--- src/rtl/uart_pkg.sv ---
// uart_pkg: shared types, constants and helpers for the UART echo path
package uart_pkg;
  typedef enum logic [2:0] {IDLE, SEND, WAIT_ECHO, CHECK, GAP} state_t;
  localparam int OSR_DEF = 16;
  localparam int FRAME_BITS = 10;
  localparam int CNT_W = 16;
  function automatic int calc_div(input int clk_hz, input int baud, input int osr);
    return (clk_hz / (baud * osr) < 1) ? 1 : clk_hz / (baud * osr);
  endfunction
  function automatic logic [CNT_W-1:0] sat_inc(input logic [CNT_W-1:0] v);
    return &v ? v : v + 1'b1;
  endfunction
endpackage

--- src/rtl/uart_rx_byte.sv ---
// uart_rx_byte: 8N1 receiver with 2-flop synchronizer, start-bit validation and framing check
module uart_rx_byte
  import uart_pkg::*;
#(
  parameter int OSR = OSR_DEF
) (
  input  logic       clk,
  input  logic       rst,
  input  logic       tick,
  input  logic       rx,
  output logic [7:0] data,
  output logic       valid,
  output logic       frame_err
);
  logic rx_m, rx_s, rx_p, active, mid;
  logic [7:0] tcnt, shreg;
  logic [3:0] bitn;
  assign mid = tick && tcnt == 8'(OSR/2 - 1);
  always_ff @(posedge clk) begin
    if (rst) begin
      rx_m <= 1'b1;
      rx_s <= 1'b1;
      rx_p <= 1'b1;
      active <= 1'b0;
      tcnt <= '0;
      bitn <= '0;
      shreg <= '0;
      data <= '0;
      valid <= 1'b0;
      frame_err <= 1'b0;
    end else begin
      rx_m <= rx;
      rx_s <= rx_m;
      rx_p <= rx_s;
      valid <= 1'b0;
      if (!active) begin
        active <= rx_p && !rx_s;
        tcnt <= '0;
        bitn <= '0;
      end else if (tick) begin
        tcnt <= tcnt == 8'(OSR - 1) ? '0 : tcnt + 8'd1;
        if (mid) begin
          bitn <= bitn + 4'd1;
          // a start bit that is high again at mid-bit was only a glitch
          if (bitn == 4'd0) active <= !rx_s;
          else if (bitn == 4'd9) begin
            active <= 1'b0;
            data <= shreg;
            frame_err <= !rx_s;
            valid <= 1'b1;
          end else shreg <= {rx_s, shreg[7:1]};
        end
      end
    end
  end
endmodule

--- config.mk ---
export PLATFORM = sky130hd
export DESIGN_NAME = uart_rx_byte
export DESIGN_NICKNAME = d
export VERILOG_FILES = /design/src/rtl/uart_pkg.sv /design/src/rtl/uart_rx_byte.sv
export SDC_FILE = /design/constraint.sdc
export NUM_CORES = 1
export LEC_CHECK = 0
export ABC_AREA = 1
export CORE_MARGIN = 3
export CORE_UTILIZATION = 57
export CTS_CLUSTER_SIZE = 28
export DETAILED_ROUTE_END_ITERATION = 10
export DONT_BUFFER_PORTS = 1
export PLACE_DENSITY = 0.74
export SETUP_SLACK_MARGIN = 0.5
export SYNTH_ARGS = -nofsm -noshare
export SYNTH_HDL_FRONTEND = slang
export SYNTH_SLANG_ARGS = --single-unit
--- constraint.sdc ---
create_clock -name clk -period 1.44 [get_ports clk]
set_input_delay 0.288 -clock clk [delete_from_list [all_inputs] [get_ports clk]]
set_output_delay 0.288 -clock clk [all_outputs]
set_load 0.01 [all_outputs]
==> results.toml <==
[outcome]
status = "finished, final reports clean"

[sta]
post-route-period-util_pct = 93.8
fmax_mhz = 740
fin_worst_skew_ns = 0.0127
min_period_ns = 1.35
fin_tns_setup_ns = 0
slew_violations = 0
hold_violations = 0
worst_pin_slew_ns = 0.360
setup_violations = 0
slew_headroom_pct = 75.8
rsz0062_at_grt = "true"

[worst_setup_path]
arrival_ns = 1.64
cp-start-kind = "flop"
cp_data_required_time_ns = 1.73
cp_max_fo = 8
critical_path_class = "flop to flop"
reg2reg_slack_ns = 0.09
r2r-start = "tcnt[0]"
r2r_end = "shreg[5]"
rr_worst_depth = 7
critPathCaptureType = "flop"
cp-endpoint = "shreg[5]"
critPathLaunch = "tcnt[0]"

[placed_design]
gp_congestion = 0.784
dp.cells = 263
dpl.hpwl_mm = 2.18
placed_area_um2 = 1780
io_buffers = 0

[cells_and_area]
finalNetCount = 265
drive_gt1_share_pct = 37.4
postLayoutCoreUtil_pct = 79.7
diodes = 0
fin_cells = 287
fin_area_um2 = 2100
area_delta_synth_final_pct = 25.8

[detailed_routing]
first_pass_iters = 4
wl_per_cell_um = 13.2
avgViaCountPerCell = 5.21
finalWirelength_mm = 3.78
drc = 0
ant_nets = 0
drt_iter0_drc = 87
vias = 1495

[floorplanning]
dieArea_um2 = 3610
die_w_um = 60.1
die_height_um = 60.1
io_pins = 14
rows = 18
fp.coreArea_um2 = 2640
start_util_pct = 63.3

[pwr]
power_w = 0.00151
power_leakage_nw = 0.878
power.density_nw_per_um2 = 719
vdd_drop_max_mv = 0.769

[synthesis]
avgSynthCellArea_um2 = 7.07
ys_ff_latch = 34
ys_types = 23
synth_cells = 236
mappedNetlistNets = 244
ys_warn_count = 0
ys_seq_area_share_pct = 40.8
synthesis.area_um2 = 1670

[clock_tree]
cts_tree = "done"
htree_levels = 2
clk_path_buf_depth = 2
cts.sinks = 34
clkLatencyLatePin_ns = 0.35
cts-root-buf = "clkbuf_4"
numCtsBuffers = 5
clkTransAtPathRegs_ns = 0.10

[global_routing]
grt_overflow_total = 0
grt_pass1_vias = 1332
grt_usage_pct = 23.1
grt_first_pass_wirelength_mm = 6.15
antenna_found_initial = 0
grt_max_degree = 21

[run]
maxCapViolCount = 0

[hold_path]
min_from = "rx"
hold_path_class = "input port to flop"
cells in the mapped netlist (all sizes together):
cell type | number | area share, %
a21oi | 5 | 1.5
dfxtp | 34 | 41
or2 | 2 | 0.75
buf | 3 | 1.6
xor2 | 2 | 1.0
nand3 | 12 | 6.1
inv | 48 | 11
nor2 | 41 | 12
clkinv | 3 | 0.67
ha | 4 | 3.0
nor3 | 4 | 1.2
clkbuf | 2 | 0.45
nand4 | 19 | 7.1
a31oi | 1 | 0.38
o21ai | 3 | 0.90
nand2 | 53 | 12
sequential cells by signal, summed over array words and instances, names as in the netlist:
name       count
data           8
shreg          8
tcnt           8
bitn           4
active         1
frame_err      1
rx_m           1
rx_p           1
rx_s           1
valid          1
cell families after synthesis:
family / share of synthesized area, %
simple gates: 38.8
buf+inv: 13.6
flops: 40.8
compound gates: 2.77
fa+ha+maj: 3.00
xor+xnor: 1.05
how the worst min path moves through the flow:
stage	slack, ns	cells after the start	end
after detailed placement	0.36	1	valid
after global placement	0.37	1	valid
after CTS	0.04	1	rx_m
final	0.04	1	rx_m
after global routing	0.03	1	rx_s
after floorplan	0.36	1	valid
layout by cell type, fill, tap and decap left out, types with 2 or more instances in the layout:
cell,synthesis,routed
dfxtp_2,0,15
nand3_2,1,6
nand3_4,3,5
clkbuf_4,0,5
inv_1,48,39
nand4_1,19,19
buf_4,0,12
o21ai_1,1,2
nor2_2,7,10
nor3_1,4,3
inv_2,0,9
nand2_2,0,8
nand2_1,53,42
nand3_1,8,2
clkbuf_1,2,2
nor2_1,32,25
dfxtp_4,0,3
dfxtp_1,34,16
xor2_1,2,2
a21oi_1,5,4
ha_4,0,3
nor2_4,1,7
or2_2,2,2
nand2_4,0,3
buf_6,2,2
cell type report:
class | instances | area, um^2
multi-input combinational | 149 | 966
sequential | 34 | 711
fill | 194 | 536
inverter | 51 | 198
timing repair buffer | 16 | 143
clock buffer | 7 | 45.0
tap | 30 | 37.5
per-stage QoR:
stage	hold slack, ns	setup WS, ns
detailed placement	0.363	0.0358
global route	0.0288	0.0183
global placement	0.368	0.108
finish	0.0369	0.0894
CTS	0.0434	0.0882
floorplan	0.360	0.280
metal layers:
metal,vias up,track usage [%],routed length (um)
met4,0,11.4,102
li1,770,-,-
met3,9,5.40,217
met5,-,0,0
met2,43,35.8,1800
met1,673,29.9,1650
what timing repair did:
action                                  CTS  global route
endpoints found under the setup margin   41            41
pin swaps                                23            25
resized for setup                        32            16
cloned                                    3             0
hold buffers                              1             0
buffers inserted                          6             7
endpoints found under the hold margin     1             0
worst max-delay path, cell delays in order (launching register included):
cell and delay, ns:
dfxtp_2 0.37, ha_4 0.16, nand3_4 0.16, nor2_8 0.21
nand3_4 0.16, nand2_1 0.10, inv_1 0.04, nor2_1 0.08
power breakdown:
group          switching, W  total [W]  internal (W)
combinational     0.0000467  0.0000711     0.0000244
clock              0.000311   0.000495      0.000184
sequential       0.00000336   0.000943      0.000940
(Power assumes the default switching activity.)
